==> src/rtl/reg_bank_mc.sv <==
// reg_bank_mc: per-channel control/command/status/event register bank with masked interrupt
module reg_bank_mc #(
  parameter int NCH    = 4,
  parameter int CTRL_W = 8,
  parameter int STAT_W = 8
) (
  input  logic                    clk,
  input  logic                    rstb,
  input  logic                    wr_en,
  input  logic [15:0]             addr,
  input  logic [3:0]              be,
  input  logic [31:0]             wr_data,
  input  logic                    rd_en,
  output logic                    rd_rdy,
  output logic [31:0]             rd_data,
  output logic [NCH*CTRL_W-1:0]   ctrl,
  output logic [NCH-1:0]          start_pulse,
  output logic [NCH-1:0]          stop_pulse,
  input  logic [NCH*STAT_W-1:0]   status_in,
  output logic                    irq
);
  logic [CTRL_W-1:0]     ctrl_r [NCH];
  logic [STAT_W-1:0]     evt_r  [NCH];
  logic [NCH-1:0]        irq_en_r, pending, ctrl_wr, cmd_wr, evt_wr;
  logic [NCH*STAT_W-1:0] stat_prev, rise;
  logic [31:0]           bmask, wmask, rd_val;
  logic                  irq_en_wr;
  assign bmask     = {{8{be[3]}}, {8{be[2]}}, {8{be[1]}}, {8{be[0]}}};
  assign wmask     = wr_data & bmask;
  assign rise      = status_in & ~stat_prev;
  assign irq_en_wr = wr_en && addr == 16'hFF00;
  for (genvar i = 0; i < NCH; i++) begin : g_ch
    assign ctrl[i*CTRL_W +: CTRL_W] = ctrl_r[i];
    assign pending[i]               = |evt_r[i];
  end
  // Read mux sees pre-write register values, so a coincident write never leaks into the read
  always_comb begin
    rd_val  = '0;
    ctrl_wr = '0;
    cmd_wr  = '0;
    evt_wr  = '0;
    for (int n = 0; n < NCH; n++) begin
      if (addr[15:4] == 12'(n)) begin
        rd_val = addr[3:0] == 4'h0 ? 32'(ctrl_r[n]) :
                 addr[3:0] == 4'h8 ? 32'(status_in[n*STAT_W +: STAT_W]) :
                 addr[3:0] == 4'hC ? 32'(evt_r[n]) : 32'd0;
        ctrl_wr[n] = wr_en && addr[3:0] == 4'h0;
        cmd_wr[n]  = wr_en && addr[3:0] == 4'h4;
        evt_wr[n]  = wr_en && addr[3:0] == 4'hC;
      end
    end
    if (addr == 16'hFF00) rd_val = 32'(irq_en_r);
    if (addr == 16'hFF04) rd_val = 32'(pending);
  end
  always_ff @(posedge clk or negedge rstb) begin
    if (!rstb) begin
      for (int n = 0; n < NCH; n++) begin
        ctrl_r[n] <= '0;
        evt_r[n]  <= '0;
      end
      irq_en_r    <= '0;
      stat_prev   <= '0;
      start_pulse <= '0;
      stop_pulse  <= '0;
      irq         <= 1'b0;
      rd_rdy      <= 1'b0;
      rd_data     <= '0;
    end else begin
      for (int n = 0; n < NCH; n++) begin
        if (ctrl_wr[n]) ctrl_r[n] <= CTRL_W'((32'(ctrl_r[n]) & ~bmask) | wmask);
        evt_r[n] <= (evt_r[n] & ~STAT_W'(evt_wr[n] ? wmask : 32'd0)) | rise[n*STAT_W +: STAT_W];
      end
      if (irq_en_wr) irq_en_r <= NCH'((32'(irq_en_r) & ~bmask) | wmask);
      stat_prev   <= status_in;
      start_pulse <= cmd_wr & {NCH{wr_data[0] & be[0]}};
      stop_pulse  <= cmd_wr & {NCH{wr_data[8] & be[1]}};
      irq         <= |(irq_en_r & pending);
      rd_rdy      <= rd_en;
      if (rd_en) rd_data <= rd_val;
    end
  end
endmodule

==> config.mk <==
export PLATFORM = sky130hd
export DESIGN_NAME = reg_bank_mc
export DESIGN_NICKNAME = d
export VERILOG_FILES = /design/src/rtl/reg_bank_mc.sv
export SDC_FILE = /design/constraint.sdc
export NUM_CORES = 1
export LEC_CHECK = 0
export BUFFER_PORTS_ARGS = -buffer_cell sky130_fd_sc_hd__clkbuf_2
export CAP_MARGIN = 40
export CORE_ASPECT_RATIO = 0.6
export CORE_MARGIN = 2
export CORE_UTILIZATION = 40
export DETAILED_ROUTE_END_ITERATION = 8
export SLEW_MARGIN = 20
export SYNTH_ARGS = -nofsm -noshare
export SYNTH_HDL_FRONTEND = slang
export SYNTH_SLANG_ARGS = --single-unit
==> constraint.sdc <==
create_clock -name clk -period 3.9 [get_ports clk]
set_clock_uncertainty 0.1 [all_clocks]
set_input_delay 0.39 -clock clk [delete_from_list [all_inputs] [get_ports clk]]
set_output_delay 0.39 -clock clk [all_outputs]
set_load 0.1 [all_outputs]
# Yosys cells after proc, flatten, opt, wreduce, memory -nomap -nowiden

Cells that the tools add are included.

Memories: 0
Memory bits (read-only): 0
Logic and storage cells: 99
RAM bits: 0
Bits in latches: 0
Register bits: 142
Output and inout port bits: 74
Input port bits: 88

Shift operators: 0
Equality and inequality tests: 8
Reduce and logical (&&, ||, !) cells: 11
Bitwise gates (word level): 31
Divide/modulo/power cells: 0
Multipliers: 0
$add $sub $neg: 0
Magnitude comparators: 0
Mux-type cells: 34

Operators by type and width:

| kind                                                  | count |
|---|---|
| 2-to-1 mux 32 bit                                     | 5 |
| 2-to-1 mux 8 bit                                      | 17 |
| AND 8 bit                                             | 9 |
| bitwise OR 8 bit                                      | 8 |
| inverter 8 bit                                        | 5 |
| AND 32 bit                                            | 1 |
| equality test 16 bit (second input constant)          | 2 |
| inverter 32 bit                                       | 1 |
| OR reduction 8 bit                                    | 4 |
| equality test 12 x 2 -> 1 bit (second input constant) | 2 |
| AND 4 bit                                             | 4 |
| equality test 12 x 1 -> 1 bit (second input constant) | 1 |
| zero test 12 bit                                      | 1 |
| 2-to-1 mux 1 bit                                      | 12 |
| equality test 4 bit (second input constant)           | 2 |
| equality test 4 x 3 -> 1 bit (second input constant)  | 1 |
| logical AND 1 bit                                     | 4 |
| zero test 4 bit                                       | 1 |
| bitwise OR 4 bit                                      | 1 |
| OR reduction 4 bit                                    | 1 |
| AND 1 bit                                             | 2 |

# Longest topological paths before layout

Gate-level depths: netlist of the first run.

Word-level depth: 10
Gate-level depth with buffers: 8
Depth with buffers taken out: 5

# Worst setup path after synthesis of the first run

Ideal clock, no wire load.

Path kind: input -> register
From: in addr[8]
To: reg (tool-made name)
Cell stages on the path: 5
Path buffers: 1
Library setup time: 126 ps
Slack: 1,654 ps
Required time: 3,674 ps
Arrival time: 2,020 ps
Path through: or4_1 -> buf_4 -> or3_4 -> nor2_8 -> mux2_2

RTL lines:

| what               | RTL line | source |
|---|---|---|
| start: declaration | 10       | `input logic [15:0] addr,` |

==> results of run 1 <==
==> worst max-delay path, cell delays in order <==
cell and delay, ps:
clkbuf_2 250, or3_1 440, buf_4 200, nor2_1 290, nand3_2 260, nor2_4 390
mux2_2 390
==> through the flow <==
stage | cell area, um2 | cells | utilization (%)
6_report | 6760 | 811 | 49.9
5_1_grt | 6760 | 811 | 49.9
4_1_cts | 6760 | 811 | 49.9
3_5_place_dp | 6180 | 780 | 45.6
3_3_place_gp | 6180 | 780 | 45.6
2_1_floorplan | 5580 | 526 | -
==> routing by layer <==
layer | GRT usage, % | share of wire, %
met4 | 6.88 | 0.90
met3 | 7.85 | 10
met1 | 35.2 | 48
met2 | 32.2 | 41
met5 | 0 | 0
==> final timing paths <==
kind                               start      endpoint  slack [ps]  cells past startpoint
min reg2reg                stat_prev[31]      evt_r[7]         320                      1
max in group asynchronous           rstb     async pin        2610                      3
max reg2reg                    flip-flop    rd_data[1]        1820                      5
max                              addr[3]     flip-flop        1470                      7
min in group asynchronous           rstb     async pin         280                      2
min                         status_in[1]  stat_prev[1]          10                      1
==> power by group through the flow <==
stage | sequential, mW | combinational, mW | clock, mW
2_1_floorplan | 1.27 | 0.194 | 0
3_3_place_gp | 1.27 | 0.292 | 0
3_5_place_dp | 1.27 | 0.295 | 0
4_1_cts | 1.25 | 0.297 | 1.54
5_1_grt | 1.25 | 0.319 | 1.60
6_report | 1.25 | 0.300 | 1.53
==> cell usage after synthesis (2+ instances only) <==
library cell	n
a2111oi_0	3
a211o_1	3
a21oi_1	16
a221o_1	4
a221oi_1	5
a22oi_1	3
a31oi_1	4
and3_1	9
and4_1	2
buf_1	2
buf_2	6
buf_4	25
clkbuf_1	7
dfrtp_1	118
inv_1	36
mux2_2	44
mux2i_1	15
nand2_1	37
nand3_1	3
nand4_1	4
nor2_1	17
nor2_4	2
nor3_1	2
nor4_1	12
nor4_2	2
nor4_4	2
o21ai_0	83
o221ai_1	9
o2bb2ai_1	2
or3_1	2
or4_1	2
==> layout make-up <==
cell class / instances / area (um2)
Fill cell: 1266 / 6780
Inverter: 37 / 139
Clock buffer: 21 / 470
Sequential cell: 118 / 2950
Clock inverter: 9 / 103
Multi-Input combinational cell: 331 / 2240
Timing Repair Buffer: 120 / 638
Tap cell: 175 / 219
==> cells by family (layout without fill, tap and decap cells) <==
family,after synthesis,count (layout),share of synthesized area [%]
flip-flops,118,118,53.7
AO/OA/AOI/OAI,139,139,15.1
AND/OR/NAND/NOR,108,108,12.1
buffers and inverters,77,187,7.10
other,1,24,0.0682
multiplexers,60,60,12.0
==> flow_summary.ini, run 1 <==
[detailed_routing]
wire_per_inst_um = 20.8
vias = 4542
final_antenna_net_count = 0
viasPerCell = 5.60
drcViolationCount = 0
drt-initial-drc-count = 352
first_pass_iters = 4
finalWirelength_um = 16800

[setup_path]
endpoint_kind = flip-flop
worstPathRequired_ps = 4090
critical_path.max_fanout = 13
cp.arrival_ps = 2620
start_kind = primary input
path_class = in -> reg

[logic_synthesis]
syn_area_mm2 = 0.00550
yosysWarnings = 0
synth-edff-count = 0
synth_top_area_share_pct = 53.7
yosys-top-cells-area = dfrtp_1 54%, mux2_2 9.0%, o21ai_0 7.6%
syn_inst = 503
synth_cell_types = 53
synth_async_sr_flop_share_pct = 100
avgSynthCellArea_um2 = 10.9
yosysSeqAreaShare_pct = 53.7
ys_ff_latch = 118
post-synth-top-area-cell = dfrtp_1
ys.flop_type = dfrtp_1

[sta]
min_period_over_period_pct = 62.4
fin_setup_tns_ps = 0
max_freq_mhz = 411
hold_viol_final = 0
tightest_slew_ps = 605
slew_violations = 0
layout_setup_ws_ps = 1470
slew_headroom_pct = 59.6
setup_viol = 0
fin_crit_ps = 2430
hold_ws_ps = 13.6
rsz0062_at_grt = no

[power]
ir_worst_vdd_uv = 190
power_leakage_nw = 3.24
powerDensity_mw_per_mm2 = 455
p_int_mw = 2.28
p_switching_uw = 792
seq_power_share_pct = 40.6
power_frac_clock_pct = 49.7
p_total_mw = 3.07
comb_power_share_pct = 9.7
switching_share_pct = 25.8

[die]
coreArea_mm2 = 0.0135
num_rows = 33
io_pins = 162
start_util_pct = 40.6
die_area_mm2 = 0.0147
die_h_um = 94.8
die_w_um = 155

[final_layout]
diodes = 0
final_common_cell = dfrtp_1
drive_gt1_share_pct = 32.5
nNetsFinal = 713
syn_to_final_growth_pct = 23.0
final_cell_mix = 118 x dfrtp_1, 111 x clkbuf_2, 83 x o21ai_0

[global_routing]
grt_pass1_wl_um = 25300
grt_use_total_pct = 23.6
antenna_found_initial = 0
grt-ovfl-total = 0
grt_pass1_vias = 4505
grt_start_max_net_pins = 104

[clock_network]
cts-resized-gates = 0
ctsRootBufferMaster = clkbuf_16
cts_buffer_depth = 2
cts_made_buffers = 17
post_cts_buffers = 0
cts_max_level = 4
path_clk_slew_ps = 50
clk_latency_ps = 410
tritoncts = yes
cts_sinks = 118
hold_buffers = 1

[placement]
dp_slack_ps = 1070
gp_congestion = 0.926
dpl.hpwl_um = 12400
portBuffers = 112

[hold_path]
hold_path_class = in -> reg

[flow_run]
maxCapViolations = 0

[outcome]
status = finished, final reports clean
(Power assumes the default switching activity.)
==> run 2: changes to the inputs <==
--- a/config.mk
+++ b/config.mk
@@ -5,6 +5,7 @@
 export SDC_FILE = /design/constraint.sdc
 export NUM_CORES = 1
 export LEC_CHECK = 0
+export ABC_AREA = 1
 export BUFFER_PORTS_ARGS = -buffer_cell sky130_fd_sc_hd__clkbuf_2
 export CAP_MARGIN = 40
 export CORE_ASPECT_RATIO = 0.6
==> constraint.sdc (replaced) <==
create_clock -name clk -period 2.5 [get_ports clk]
set_clock_uncertainty 0.1 [all_clocks]
set_input_delay 0.25 -clock clk [delete_from_list [all_inputs] [get_ports clk]]
set_output_delay 0.25 -clock clk [all_outputs]
set_load 0.1 [all_outputs]
==> run 2 against run 1 <==
Compared with the run above:
- area after synthesis up 1.5%
- combinational power up 51%
- global-route usage up 1.0 points
- clock power up 50%
- sequential share of layout area down 2.2 points
- hold slack better by 20 ps
- critical path type unchanged
==> flow_summary.ini, run 2 <==
[outcome]
status = finished, final reports clean

[clock_network]
hold_buffers = 37
ctsRootBufferMaster = clkbuf_16
path_clk_slew_ps = 50
cts_made_buffers = 17
cts_buffer_depth = 2
cts_sinks = 118
post_cts_buffers = 0
tritoncts = yes
clk_latency_ps = 420
cts-resized-gates = 0
cts_max_level = 4

[setup_path]
rr_worst_depth = 6
endpoint_kind = flip-flop
crit_buf_inv = 3
cp-startpoint = addr[5]
critical_path.max_fanout = 4
cp.arrival_ps = 1970
slowest_stage = nor3_1
r2r-start = evt_r[30]
crit_path_max_incr_delay_ps = 610
path_delay_family = simple AND/OR/NAND/NOR gates
path_class = in -> reg
worstPathRequired_ps = 2700
crit_cells = 7
crit_chain = clkbuf_2 -> inv_1 -> nand4_1 -> nor3_1 -> nand2_1 -> mux2i_1 -> inv_1
start_kind = primary input
crit_top_cell = inv_1

[die]
num_rows = 33
io_pins = 162
die_area_mm2 = 0.0149
start_util_pct = 40.9
coreArea_mm2 = 0.0136
die_w_um = 156
die_h_um = 95.5

[final_layout]
multi_input_area_mm2 = 0.00210
final_cell_mix = 182 x nand2_1, 118 x dfrtp_1, 111 x clkbuf_2
drive_gt1_share_pct = 20.2
n_fill_cell = 1312
diodes = 0
regArea_mm2 = 0.00295
nNetsFinal = 913
syn_to_final_growth_pct = 27.8
final_common_cell = nand2_1

[sta]
fin_crit_ps = 1780
slew_violations = 0
fin_setup_tns_ps = 0
slew_headroom_pct = 52.3
hold_ws_ps = 33.3
hold_viol_final = 0
setup_viol = 0
min_period_over_period_pct = 71.1
max_freq_mhz = 562
rsz0062_at_grt = no
tightest_slew_ps = 714

[power]
comb_power_share_pct = 9.6
power_leakage_nw = 3.56
powerDensity_mw_per_mm2 = 660
ir_worst_vdd_uv = 410
seq_power_share_pct = 41.4
p_switching_mw = 1.22
switching_share_pct = 26.0
p_total_mw = 4.70
power_frac_clock_pct = 49.0
p_int_mw = 3.48

[hold_path]
hold_path_class = in -> reg
worstHoldStart = be[1]
whs_path_depth = 3

[logic_synthesis]
ys_top_cells_by_count = 182 x nand2_1, 118 x dfrtp_1, 95 x o21ai_0
yosysSeqAreaShare_pct = 53.0
yosysMostFrequentCell = nand2_1
ys_ff_latch = 118
syn_area_mm2 = 0.00558
yosys-top-cells-area = dfrtp_1 53%, nand2_1 12%, o21ai_0 8.5%
synth-edff-count = 0
syn_inst = 668
yosysWarnings = 0
synth_cell_types = 29
avgSynthCellArea_um2 = 8.35
synth_async_sr_flop_share_pct = 100
post-synth-top-area-cell = dfrtp_1
synth_top_area_share_pct = 53.0
ys.flop_type = dfrtp_1

[global_routing]
antenna_found_initial = 0
grt_pass1_vias = 4872
grt_start_max_net_pins = 60
grt_use_total_pct = 24.6
grt-ovfl-total = 0
grt_pass1_wl_um = 26900

[detailed_routing]
first_pass_iters = 5
drcViolationCount = 0
finalWirelength_um = 17500
final_antenna_net_count = 0
wire_per_inst_um = 17.3
viasPerCell = 5.03
vias = 5093
drt-initial-drc-count = 384

[placement]
gp_congestion = 0.879
dpl.hpwl_um = 13000
portBuffers = 112

[flow_run]
maxCapViolations = 0
-- run 2: changes by cell type in the layout (fill, tap and decap cells not counted), sizes merged, moves of 5 or more --
cell         previous run  this run
nand2                  37       188
nand4                   5        11
nor2                   20        34
a221oi                  5         0
a21oi                  16         8
mux2                   45         0
nor4                   16         8
o21ai                  84       108
nand3                   4        48
mux2i                  15         4
o221ai                  9         0
inv                    36        82
dlygate4sd3             1        37
and3                    9         0
-- run 2: metal layers --
layer  vias to the layer above  wire, um  part of all wire [%]  global-route usage (%)
met5                         -         0                     0                       0
met4                         0       209                   1.2                    6.04
met3                        18      1550                   8.8                    7.82
met2                       227      7080                    40                    34.5
met1                      2422      8700                    50                    36.5
li1                       2426         -                     -                       -
-- run 2: path summary, 6_finish.rpt --
| kind | to | slack, ps |
|---|---|---|
| max | flip-flop | 720 |
| max reg2reg | rd_data[0] | 760 |
| min reg2reg | evt_r[31] | 310 |
| max in group asynchronous | async pin | 1310 |
| min in group asynchronous | start_pulse[0] | 270 |
| min | stop_pulse[3] | 30 |
-- run 2: per-stage QoR --
step	worst slack (ps)	util, %	cell area, um2	instances
after floorplan	743	-	5660	691
after global placement	460	45.5	6200	944
after detailed placement	407	45.5	6200	944
after CTS	814	52.3	7130	1012
after global routing	633	52.3	7130	1012
final	721	52.3	7130	1012
-- run 2: worst reg2reg max path, cell delays in order, from the launching register on --
cell	delay, ps
dfrtp_1	400
nor4_1	520
nand2_1	230
nand3_1	130
nand4_1	100
nand2_1	90
nand2_1	60
-- run 2: power by group through the flow --
stage,sequential [mW],combinational (mW),clock [mW]
final,1.95,0.453,2.30
after global routing,1.95,0.490,2.41
after CTS,1.95,0.454,2.32
after detailed placement,1.98,0.407,0
after global placement,1.98,0.400,0
after floorplan,1.98,0.276,0
-- run 2: cell families after synthesis --
family / synth area share [%]
buffers and inverters: 10.9
other: 0.0673
muxes: 0.718
DFF: 53.0
AOI/OAI and AO/OA: 11.8
and+or+nand+nor: 23.5
-- run 2: final cells by class --
cell class | count | share of cell area, %
clock buffer | 23 | 6.71
clock inverter | 8 | 1.05
inverter | 82 | 4.32
multi-input combinational | 451 | 29.5
sequential | 118 | 41.4
tap | 175 | 3.07
timing repair buffer | 155 | 13.9
==> run 3: changes to the inputs <==
--- a/config.mk
+++ b/config.mk
@@ -12,6 +12,7 @@
 export CORE_MARGIN = 2
 export CORE_UTILIZATION = 40
 export DETAILED_ROUTE_END_ITERATION = 8
+export PLACE_DENSITY = 0.67
 export SLEW_MARGIN = 20
 export SYNTH_ARGS = -nofsm -noshare
 export SYNTH_HDL_FRONTEND = slang
==> constraint.sdc (replaced) <==
create_clock -name clk -period 1.5 [get_ports clk]
set_clock_uncertainty 0.1 [all_clocks]
set_input_delay 0.15 -clock clk [delete_from_list [all_inputs] [get_ports clk]]
set_output_delay 0.15 -clock clk [all_outputs]
set_load 0.1 [all_outputs]
==> run 3 against run 2 <==
Compared with the run above:
- the run now ends with setup timing left
- hold slack gained 23 ps
- final cell count up 6.5%
- register-to-register slack got worse by 770 ps
- via count rose by 5.9%
- non-clock buffer count increased by 65
- power rose by 79%
- combinational power grew 82%
- sequential cell count unchanged
- critical path type is now reg -> reg
==> flow_summary.ini, run 3 (synthesized netlist as in run 2, its figures left out) <==
[outcome]
status = complete, but fails checks
violations = setup timing

[setup_path]
endpoint = rd_data[1]
rr_worst_depth = 6
endpoint_kind = flip-flop
path_class = reg -> reg
cp-startpoint = evt_r[18]
reg2reg_slack_ps = -10
worstPathRequired_ps = 1690
r2r-start = evt_r[18]
r2r_end = rd_data[1]
start_kind = flip-flop
critical_path.max_fanout = 3
cp.arrival_ps = 1700

[sta]
slew_headroom_pct = 63.9
slew_violations = 0
tightest_slew_ps = 544
rsz0062_at_grt = yes
layout_setup_ws_ps = -12.8
hold_viol_final = 0
setup_viol = 1
max_freq_mhz = 661
min_period_over_period_pct = 101
fin_crit_ps = 1510

[placement]
gp_congestion = 0.913
dpl.hpwl_um = 13200
dp_slack_ps = -232
portBuffers = 112

[die]
die_h_um = 95.5
io_pins = 162
coreArea_mm2 = 0.0136
die_w_um = 156
die_area_mm2 = 0.0149
num_rows = 33
start_util_pct = 40.9

[final_layout]
drive_gt1_share_pct = 30.9
final_common_cell = nand2_1
diodes = 0
final_cell_mix = 174 x nand2_1, 95 x o21ai_0, 91 x dfrtp_1, 91 x buf_4, 78 x inv_1
syn_to_final_growth_pct = 44.3
regArea_mm2 = 0.00299
fin_util_pct = 59.0
n_fill_cell = 1183
nNetsFinal = 978
multi_input_area_mm2 = 0.00226

[clock_network]
cts_max_level = 4
cts_made_buffers = 17
clk_latency_ps = 410
tritoncts = yes
cts_sinks = 118
ctsRootBufferMaster = clkbuf_16
cts_buffer_depth = 2
path_clk_slew_ps = 60

[detailed_routing]
first_pass_iters = 5
final_antenna_net_count = 0
drt-initial-drc-count = 452
wire_per_inst_um = 16.9
viasPerCell = 5.00
vias = 5394
finalWirelength_um = 18200
drcViolationCount = 0

[hold_path]
hold_path_class = in -> async

[power]
power_leakage_nw = 4.01
powerDensity_mw_per_mm2 = 1050
ir_worst_vdd_uv = 824

[global_routing]
grt_use_total_pct = 25.6
grt_pass1_vias = 5152
grt_pass1_wl_um = 28300
grt-ovfl-total = 0
antenna_found_initial = 0
grt_start_max_net_pins = 43

[flow_run]
maxCapViolations = 0
-- run 3: per-stage QoR --
step           hold slack [ps]  power [mW]  std cells  instance area [um2]  setup TNS, ps
3_5_place_dp             -76.5        4.02       1000                 6800         -10270
3_3_place_gp             -74.9        4.02       1000                 6800          -9230
2_1_floorplan             -246        3.77        691                 5700          -65.8
6_report                  55.9        8.41       1078                 8040          -12.8
5_1_grt                   72.1        8.67       1078                 8040           -200
4_1_cts                   -131        8.42       1075                 7910          -6.85
-- run 3: final cells by class --
cell class	count	area share (%)
Clock buffer	23	5.94
Clock inverter	9	1.84
Inverter	82	3.83
Multi-Input combinational cell	451	28.1
Sequential cell	118	37.2
Tap cell	175	2.72
Timing Repair Buffer	220	20.4
-- run 3: critical path: stages, from the launching register on --
cell and delay (ps):
dfrtp_1 420, nor4_2 430, nand2_4 90, nand3_2 70, nand4_1 110, nand2_1 100
nand2_1 70
-- run 3: worst min path at each step --
| stage | startpoint | end | slack [ps] |
|---|---|---|---|
| detailed placement | rstb | evt_r[17] | -80 |
| global route | rstb | evt_r[17] | 70 |
| CTS | rd_en | rd_rdy | -130 |
| global placement | rstb | evt_r[17] | -70 |
| finish | rstb | evt_r[17] | 60 |
| floorplan | rstb | async pin | -250 |
-- run 3: report_power, final --
part | switching, mW | internal (mW) | total (mW)
sequential | 0.0124 | 3.23 | 3.24
combinational | 0.594 | 0.230 | 0.824
clock | 1.44 | 2.90 | 4.35
total | 2.05 | 6.36 | 8.41
-- run 3: layer usage --
metal	wire (um)	track usage [%]	vias up
met5	0	0	-
met4	331	7.87	0
met3	1700	6.27	31
met2	7310	36.1	276
met1	8900	38.6	2514
li1	-	-	2573
-- run 3: timing repair --
| action | 4_1_cts | 5_1_grt |
|---|---|---|
| hold endpoints to repair | 209 | 3 |
| hold buffers | 43 | 1 |
| pin swaps | 4 | 21 |
| buffers inserted | 0 | 2 |
| resized for setup | 14 | 26 |
| endpoints found under the setup margin | 9 | 10 |
